`config.mk`:
```
export PLATFORM = sky130hd
export DESIGN_NAME = digit_counter_ctrl
export DESIGN_NICKNAME = d
export VERILOG_FILES = /design/src/rtl/digit_counter_ctrl.sv
export SDC_FILE = /design/constraint.sdc
export NUM_CORES = 1
export LEC_CHECK = 0
export ABC_AREA = 1
export CELL_PAD_IN_SITES_DETAIL_PLACEMENT = 2
export CELL_PAD_IN_SITES_GLOBAL_PLACEMENT = 2
export CORE_ASPECT_RATIO = 0.7
export CORE_MARGIN = 5
export CORE_UTILIZATION = 35
export CTS_CLUSTER_SIZE = 24
export DETAILED_ROUTE_END_ITERATION = 8
export DONT_BUFFER_PORTS = 1
export PLACE_DENSITY_LB_ADDON = 0.1
export SETUP_SLACK_MARGIN = 0.02
export SLEW_MARGIN = 0
export SYNTH_ARGS = -nofsm -noshare
export SYNTH_HDL_FRONTEND = slang
export SYNTH_SLANG_ARGS = --single-unit
```
`constraint.sdc`:
```
create_clock -name clk -period 2.5 [get_ports clk]
set_input_delay 0.25 -clock clk [delete_from_list [all_inputs] [get_ports clk]]
set_output_delay 0.25 -clock clk [all_outputs]
set_load 0.01 [all_outputs]
```
`src/rtl/digit_counter_ctrl.sv`:
```
`default_nettype none
// ============================================================================
//  Module      : digit_counter_ctrl
//  Description : Sequencer for a bank of cascaded BCD digit counters. Generates
//                the count tick from a prescaler, drives the per-digit carry
//                chain, issues preset/clear loads and detects target match and
//                all-9s overflow.
//  Revision    : 1.0  initial release
// ============================================================================
module digit_counter_ctrl #(
    parameter int NUM_DIGITS  = 4,
    parameter int TICK_DIV    = 50_000_000,
    parameter bit STOP_AT_MAX = 1'b1
) (
    input  logic                    clk,
    input  logic                    resetN,
    input  logic                    start,
    input  logic                    pause_toggle,
    input  logic                    load_req,
    input  logic                    clear_req,
    input  logic [4*NUM_DIGITS-1:0] preset_value,
    input  logic [4*NUM_DIGITS-1:0] target_value,
    input  logic [4*NUM_DIGITS-1:0] digit_count,
    output logic                    digit_enable,
    output logic [NUM_DIGITS-1:0]   digit_loadN,
    output logic [NUM_DIGITS-1:0]   digit_enable_cnt,
    output logic [4*NUM_DIGITS-1:0] digit_init,
    output logic                    running,
    output logic                    done,
    output logic                    overflow
);

    localparam int                   c_PRESC_W   = $clog2(TICK_DIV);
    localparam logic [c_PRESC_W-1:0] c_TICK_LAST = c_PRESC_W'(TICK_DIV - 1);

    typedef enum logic [2:0] {
        S_IDLE  = 3'd0,
        S_LOAD  = 3'd1,
        S_RUN   = 3'd2,
        S_PAUSE = 3'd3,
        S_DONE  = 3'd4
    } state_t;

    state_t                  state_q, state_d;
    logic [c_PRESC_W-1:0]    presc_q, presc_d;
    logic                    tick_q, tick_d;
    logic [4*NUM_DIGITS-1:0] init_q, init_d;

    logic [NUM_DIGITS-1:0]   w_nine;
    logic [NUM_DIGITS-1:0]   w_tgt_bcd;
    logic [NUM_DIGITS-1:0]   w_carry;
    logic                    w_all9;
    logic                    w_match;
    logic                    w_run_tick;
    logic                    w_stop;
    logic                    w_tick_ok;
    logic                    w_wrap;

    // Per-digit flags: digit at 9, target nibble is valid BCD, carry from below.
    genvar gi;
    generate
        for (gi = 0; gi < NUM_DIGITS; gi++) begin : g_digit
            assign w_nine[gi]    = (digit_count[4*gi +: 4] == 4'd9);
            assign w_tgt_bcd[gi] = (target_value[4*gi +: 4] <= 4'd9);
            if (gi == 0) begin : g_lsd
                assign w_carry[gi] = 1'b1;
            end else begin : g_upper
                assign w_carry[gi] = w_carry[gi-1] & w_nine[gi-1];
            end
        end
    endgenerate

    // A target holding any non-BCD nibble can never be reached by the counters.
    assign w_all9     = &w_nine;
    assign w_match    = (digit_count == target_value) && (&w_tgt_bcd);
    assign w_run_tick = (state_q == S_RUN) && tick_q;
    assign w_stop     = w_run_tick && w_all9 && STOP_AT_MAX;
    assign w_tick_ok  = w_run_tick && !w_match && !(w_all9 && STOP_AT_MAX);
    assign w_wrap     = (presc_q == c_TICK_LAST);

    // State, prescaler and init registers with synchronous active-low reset.
    always_ff @(posedge clk) begin
        if (!resetN) begin
            state_q <= S_IDLE;
            presc_q <= '0;
            tick_q  <= 1'b0;
            init_q  <= '0;
        end else begin
            state_q <= state_d;
            presc_q <= presc_d;
            tick_q  <= tick_d;
            init_q  <= init_d;
        end
    end

    // Next-state logic: requests outrank start/pause everywhere except LOAD.
    always_comb begin
        state_d = state_q;
        presc_d = presc_q;
        tick_d  = 1'b0;
        init_d  = init_q;
        if ((state_q != S_LOAD) && clear_req) begin
            init_d  = '0;
            state_d = S_LOAD;
        end else if ((state_q != S_LOAD) && load_req) begin
            init_d  = preset_value;
            state_d = S_LOAD;
        end else begin
            case (state_q)
                S_LOAD: state_d = S_IDLE;
                S_IDLE: begin
                    if (start) begin
                        state_d = S_RUN;
                        presc_d = '0;
                    end
                end
                S_RUN: begin
                    // Prescaler keeps advancing even on the cycle that pauses,
                    // so a tick raised here is held through PAUSE.
                    presc_d = w_wrap ? '0 : presc_q + 1'b1;
                    tick_d  = w_wrap;
                    if (w_match || w_stop) begin
                        state_d = S_DONE;
                    end else if (pause_toggle) begin
                        state_d = S_PAUSE;
                    end
                end
                S_PAUSE: begin
                    tick_d = tick_q;
                    if (pause_toggle) begin
                        state_d = S_RUN;
                    end
                end
                S_DONE:  state_d = S_DONE;
                default: state_d = S_IDLE;
            endcase
        end
    end

    // Counter-facing outputs and status flags decoded from the current state.
    always_comb begin
        digit_enable     = (state_q != S_PAUSE);
        digit_loadN      = (state_q == S_LOAD) ? '0 : '1;
        digit_enable_cnt = w_tick_ok ? w_carry : '0;
        digit_init       = init_q;
        running          = (state_q == S_RUN);
        done             = (state_q == S_DONE);
        overflow         = w_run_tick && w_all9;
    end

endmodule
`default_nettype wire

```
==> flow_summary.json <==
{
  "hold_path.class": "primary input to flip-flop",
  "h-tree-depth": 2,
  "fin_util": 0.394,
  "crit_fanout": 9,
  "viasPerCell": 5.25,
  "yosys.area_share.xor_xnor": 0.0308,
  "start_util": 0.360,
  "synth-seq-cells": 46,
  "synth_most_common_cell": "nand2_1",
  "row_count": 27,
  "clockBufferDepth": 2,
  "max_freq_mhz": 438,
  "hold_viol_final": 0,
  "cts_tree": "done",
  "synth-adder-area-share": 0.00439,
  "cts_hold_buf": 0,
  "p_leak_nw": 1.26,
  "fin_crit_ns": 2.28,
  "synth_top_area_cell": "dfxtp_1",
  "crit_family": "simple AND/OR/NAND/NOR gates",
  "max-vdd-ir-drop_uv": 265,
  "diodes": 0,
  "avgSynthCellArea_um2": 6.49,
  "ant_nets": 0,
  "p_per_area_nw_per_um2": 596,
  "slew_violations": 0,
  "areaGrowthSynthToFinish_pct": 9.40,
  "drc": 0,
  "clock-sinks": 46,
  "drv_cap": 0,
  "tightest_slew_ns": 0.509,
  "cp_common_cell": "nand2_1",
  "synth_area_um2": 2850,
  "drt_iter0_markers": 103,
  "synth_compound_area_frac": 0.105,
  "grt_pass1_vias": 3182,
  "design.die.area_um2": 10100,
  "fill_cells": 984,
  "vias": 2828,
  "tns_ns": 0,
  "crit_type": "flip-flop to output port",
  "synth_mux_area_frac": 0,
  "die_h_um": 85.5,
  "crit_buf_inv": 2,
  "synth_fp_nets": 494,
  "cts_made_buffers": 5,
  "yosysUniqueCellTypes": 41,
  "post-dp-hpwl_um": 7820,
  "wirelength_um": 9710,
  "synth.top_cells.by_area": "dfxtp_1 32%, nand2_1 15%, nor2_1 8.2%",
  "skew_ns": 0.00301,
  "finalSetupViolCount": 0,
  "antenna_found_initial": 0,
  "port_buffers": 0,
  "grt_pass1_wl_um": 16100,
  "ys_async_sr_fraction": 0,
  "critPathLaunchType": "flip-flop",
  "core_area_um2": 7910,
  "track_usage": 0.196,
  "ys.flop_type": "dfxtp_1",
  "synth_top_family_by_area": "simple AND/OR/NAND/NOR gates",
  "clk_latency_ns": 0.30,
  "cp.arrival_ns": 2.03,
  "status": "finished clean",
  "max_stage_delay_ns": 0.30,
  "crit_path_top_delay_cell": "dfxtp_1",
  "synth_top_area_frac": 0.323,
  "wl_per_cell_um": 18.0,
  "critPathRequiredTime_ns": 2.25,
  "cts_root_buf": "clkbuf_16",
  "die_w_um": 118,
  "synthCells": 439,
  "slew_headroom": 0.660,
  "globalRouteOverflowTotal": 0,
  "final_layout_size_suffix_gt1_frac": 0.107,
  "dp.cells": 531,
  "grt_max_degree": 19,
  "fin_crit_sh": 0.913,
  "clkTransAtPathRegs_ns": 0.07,
  "nets": 492,
  "synthSimpleGateAreaFrac": 0.436,
  "yosys-top-cells-count": "117 x nand2_1, 62 x nor2_1, 51 x inv_1, 46 x dfxtp_1, 32 x a21oi_1",
  "fin_cells": 539,
  "yosys_warnings": 0,
  "rsz0062_at_grt": "false",
  "synth-seq-area-share": 0.323,
  "io_pins": 82,
  "cp-end-kind": "output port",
  "synth_edf_count": 0,
  "worstPathCellList": "inv_1, nand3_2, inv_4, nand2_1, or2_1, nor3_4, nand2_1, nor2_1",
  "drt_pass1_iterations": 4,
  "gp_congestion": 0.863
}
==> power breakdown <==
part / total, W / switching (W) / internal [W]
sequential: 0.000771 / 0.0000211 / 0.000750
combinational: 0.000200 / 0.000140 / 0.0000596
clock: 0.000885 / 0.000310 / 0.000575
total: 0.00186 / 0.000471 / 0.00138
==> flip-flops by register name (all words and copies together), names as in the netlist <==
| name | cells |
|---|---|
| tick_q | 1 |
| state_q | 3 |
| presc_q | 26 |
| digit_init | 16 |
==> layout by cell type (no fill, tap or decap), types with 2 or more instances in the layout <==
| cell | count |
|---|---|
| nand4_1 | 9 |
| inv_2 | 2 |
| nor2_2 | 4 |
| nand3_2 | 2 |
| o21ai_0 | 13 |
| bufinv_16 | 2 |
| inv_4 | 2 |
| or2_2 | 5 |
| nand3_1 | 18 |
| o21ai_1 | 2 |
| nor3_2 | 5 |
| nor3b_2 | 3 |
| dfxtp_1 | 46 |
| and3_1 | 2 |
| nor4_1 | 2 |
| nand2_2 | 7 |
| nand2_4 | 2 |
| a21oi_1 | 32 |
| xor2_1 | 3 |
| nor3_1 | 14 |
| nand2_1 | 117 |
| a22oi_1 | 4 |
| nand3b_1 | 2 |
| nor2_1 | 62 |
| inv_1 | 51 |
| xnor2_1 | 7 |
| clkbuf_16 | 5 |
==> layer usage <==
layer,GRT usage,vias up,wire length [um]
met3,0.0413,8,418
met4,0.0479,0,89
li1,-,1397,-
met5,0,-,0
met1,0.259,1382,4670
met2,0.326,41,4530
==> cell type report <==
cell class                      instances  area, um^2  area share
Clock buffer                            5         125      0.0402
Sequential cell                        46         921       0.296
Inverter                               56         220      0.0707
Multi-Input combinational cell        327        1650       0.529
Clock inverter                          3        68.8      0.0221
Tap cell                              101         126      0.0406
Timing Repair Buffer                    1        7.51     0.00241
==> through the flow <==
step / power (W) / hold WS, ns / area, um^2 / setup slack [ns]
floorplan: 0.000954 / 0.348 / 2850 / 0.712
global placement: 0.000979 / 0.386 / 2910 / 0.378
detailed placement: 0.000989 / 0.382 / 2910 / 0.274
CTS: 0.00187 / 0.0733 / 3110 / 0.0658
global route: 0.00194 / 0.0970 / 3120 / 0.0226
finish: 0.00186 / 0.0744 / 3120 / 0.217
==> what timing repair did <==
action,in CTS,in global routing
setup buffers,0,0
endpoints found under the setup margin,0,2
gates resized for setup,0,2
==> worst reg2reg max path, stage by stage, from the launching register on <==
cell	delay, ns
dfxtp_1	0.41
ha_1	0.20
inv_1	0.06
nor2_2	0.14
nand2_2	0.14
nor2_1	0.13
nand4_1	0.26
nand2_2	0.20
nand2_2	0.09
nand2_2	0.28
nor2_1	0.09
and2_1	0.16
==> kinds of logic (layout without fill, tap and decap cells) <==
family                     count (synthesis)  after routing
AOI/OAI and AO/OA                         55             55
buffers and inverters                     66             65
DFF                                       46             46
xor gates and xnor gates                  10             10
and+or+nand+nor                          261            261
adders and majority gates                  1              1
==> final timing paths <==
kind	startpoint	to	slack (ns)	depth (start not counted)
hold / removal	resetN	state_q[0]	0.07	2
setup / recovery	state_q[2]	digit_enable_cnt[3]	0.22	8
setup reg to reg	presc_q[0]	presc_q[16]	0.24	11
hold reg to reg	tick_q	tick_q	0.48	2
(Power assumes the default switching activity.)
==> variant, RTL diff (same settings) <==
Encoding of `state_t`: now one-hot (5 bits for 5 states).
--- a/src/rtl/digit_counter_ctrl.sv
+++ b/src/rtl/digit_counter_ctrl.sv
@@ -35,8 +35,8 @@
 
-    typedef enum logic [2:0] {
-        S_IDLE  = 3'd0,
-        S_LOAD  = 3'd1,
-        S_RUN   = 3'd2,
-        S_PAUSE = 3'd3,
-        S_DONE  = 3'd4
+    typedef enum logic [4:0] {
+        S_IDLE  = 5'b00001,
+        S_LOAD  = 5'b00010,
+        S_RUN   = 5'b00100,
+        S_PAUSE = 5'b01000,
+        S_DONE  = 5'b10000
     } state_t;
Function: same outputs for any inputs over 10 cycles, from zero or initial values and one cycle with resetN low; not proved beyond that.
==> variant against the original RTL <==
- clock power fell by 9.0%
- synthesized area rose by 5.7%
- register-to-register slack improved by 0.27 ns
- wire length rose by 2.3%
- setup slack improved by 0.085 ns
- cell area rose by 3.9%
- worst hold slack got worse by 0.033 ns
- global-route usage rose by 0.60 points
- power fell by 3.1%
- combinational power fell by 9%
- non-clock buffer count fell by 1
- sequential cell count rose by 2
- critical endpoint unchanged
- largest power group is now registers
==> variant: results (changes against the original RTL) <==
status:
  status: "completed"
sta:
  finClkSkew_ns: 0.00504  # +0.00202 ns
  worstMarginPinSlew_ns: 0.580  # +0.0701 ns
  final_max_slew_viol_count: 0  # unchanged
layout:
  n_antenna_cell: 0  # unchanged
  drive_above_1_share_pct: 8.79  # -1.9 points
  nNetsFinal: 532  # +8.1%
  final_cells: 583  # +8.2%
  largest-register: "presc_q"
power:
  internal-power_mw: 1.32  # -4.8%
  powerClk_mw: 0.805  # -9.0%
  p_leak_nw: 1.40  # +11%
  peakVddDrop_uv: 239  # -9.9%
  p_seq_mw: 0.810  # +5.1%
global_routing:
  grt_max_degree: 20  # +1
  grt_pass1_wl_mm: 16.9  # +5.4%
  grt_pass1_vias: 3379  # +6.2%
  grt_use_met1_pct: 27.3  # +1.4 points
  grt_use_met2_pct: 32.3  # -0.39 points
  grt_usage_pct: 20.2  # +0.60 points
  grt_use_met3_pct: 5.75  # +1.6 points
synthesis:
  synthXorXnorAreaFrac_pct: 1.16  # -1.9 points
  synth_mux_area_share_pct: 0  # unchanged
  synthAdderAreaFrac_pct: 0.416  # -0.024 points
  syn_nets: 536  # +8.5%
  synthArstFlopShare_pct: 0  # unchanged
  ys_seq_area_share_pct: 31.9  # -0.42 points
  synth_compound_area_share_pct: 11.8  # +1.3 points
  synth.area.top_cells: "dfxtp_1, nor2_1, nand2_1"
  avgSynthCellArea_um2: 6.26  # -3.5%
  synthDistinctLibCells: 43  # +4.9%
  synth.top_cells.by_count: "nor2_1, nand2_1, inv_1"
  ys_warn_count: 0  # unchanged
placed_design:
  hpwl_mm: 8.08  # +3.3%
  place.gp.congestion: 0.807  # -6.5%
  place_area_um2: 3070  # +5.3%
critical_path:
  r2r-end: "presc_q[13]$_SDFFE_PN0P_"
  crit_fanout: 7  # -2
  rr_worst_depth: 10  # -1
  timing.critical_path.arrival_ns: 1.95  # -0.08 ns
  rr_startpoint: "state_q[2]$_SDFFE_PP0P_"
  cp_slowest_stage_delay_ns: 0.35  # +0.05 ns
  regToRegSetupSlack_ns: 0.51  # +0.27 ns
  cp-startpoint: "state_q[1]$_SDFFE_PN0P_"
routing:
  first_iter_violations: 87  # -16%
  wl_mm: 9.93  # +2.3%
  drc: 0  # unchanged
  avgViaCountPerCell: 5.13  # -2.3%
  first_pass_iters: 4  # unchanged
clocking:
  cts.htree.levels: 2  # unchanged
  clk_path_buf_depth: 2  # unchanged
  cts_root_buffer: "clkbuf_16"
  cts_buffers: 5  # unchanged
-- variant: worst min-delay path by stage --
stage / endpoint / start / cells after the start / slack (ns)
after global placement: state_q[0]$_SDFFE_PN1P_ / resetN / 1 / 0.35
after detailed placement: state_q[0]$_SDFFE_PN1P_ / resetN / 1 / 0.34
after global routing: state_q[0]$_SDFFE_PN1P_ / resetN / 1 / 0.03
final: state_q[0]$_SDFFE_PN1P_ / resetN / 1 / 0.04
after CTS: state_q[0]$_SDFFE_PN1P_ / resetN / 1 / 0.03
after floorplan: state_q[0]$_SDFFE_PN1P_ / resetN / 1 / 0.33
-- variant: metrics by stage --
stage / hold WS (ns) / power (mW) / worst slack [ns]
floorplan: 0.335 / 0.977 / 0.898
global placement: 0.349 / 1.00 / 0.547
detailed placement: 0.343 / 1.01 / 0.515
CTS: 0.0289 / 1.83 / 0.248
global route: 0.0312 / 1.89 / 0.110
finish: 0.0416 / 1.80 / 0.302
-- variant: kinds of logic after synthesis --
| group | count (synthesis) |
|---|---|
| AO/OA/AOI/OAI | 61 |
| flip-flops | 48 |
| XOR/XNOR | 4 |
| adder cells (fa/ha/maj) | 1 |
| buffers and inverters | 87 |
| AND/OR/NAND/NOR | 280 |
-- variant: layer usage --
layer  vias up  part of all wire, %
li1       1508                    -
met1      1415                   48
met2        57                   44
met3         8                  6.3
met4         0                 0.77
met5         -                    0
-- variant: layout make-up --
cell class	count	area (um2)
Fill cell	1088	5170
Multi-Input combinational cell	346	1680
Sequential cell	48	961
Inverter	76	290
Tap cell	105	131
Clock buffer	5	125
Clock inverter	3	46.3
-- variant: critical path, delay by kind of cell (launching register included) --
family | cells | cell delay, ns
AND/OR/NAND/NOR | 7 | 1.30
flip-flops | 1 | 0.35
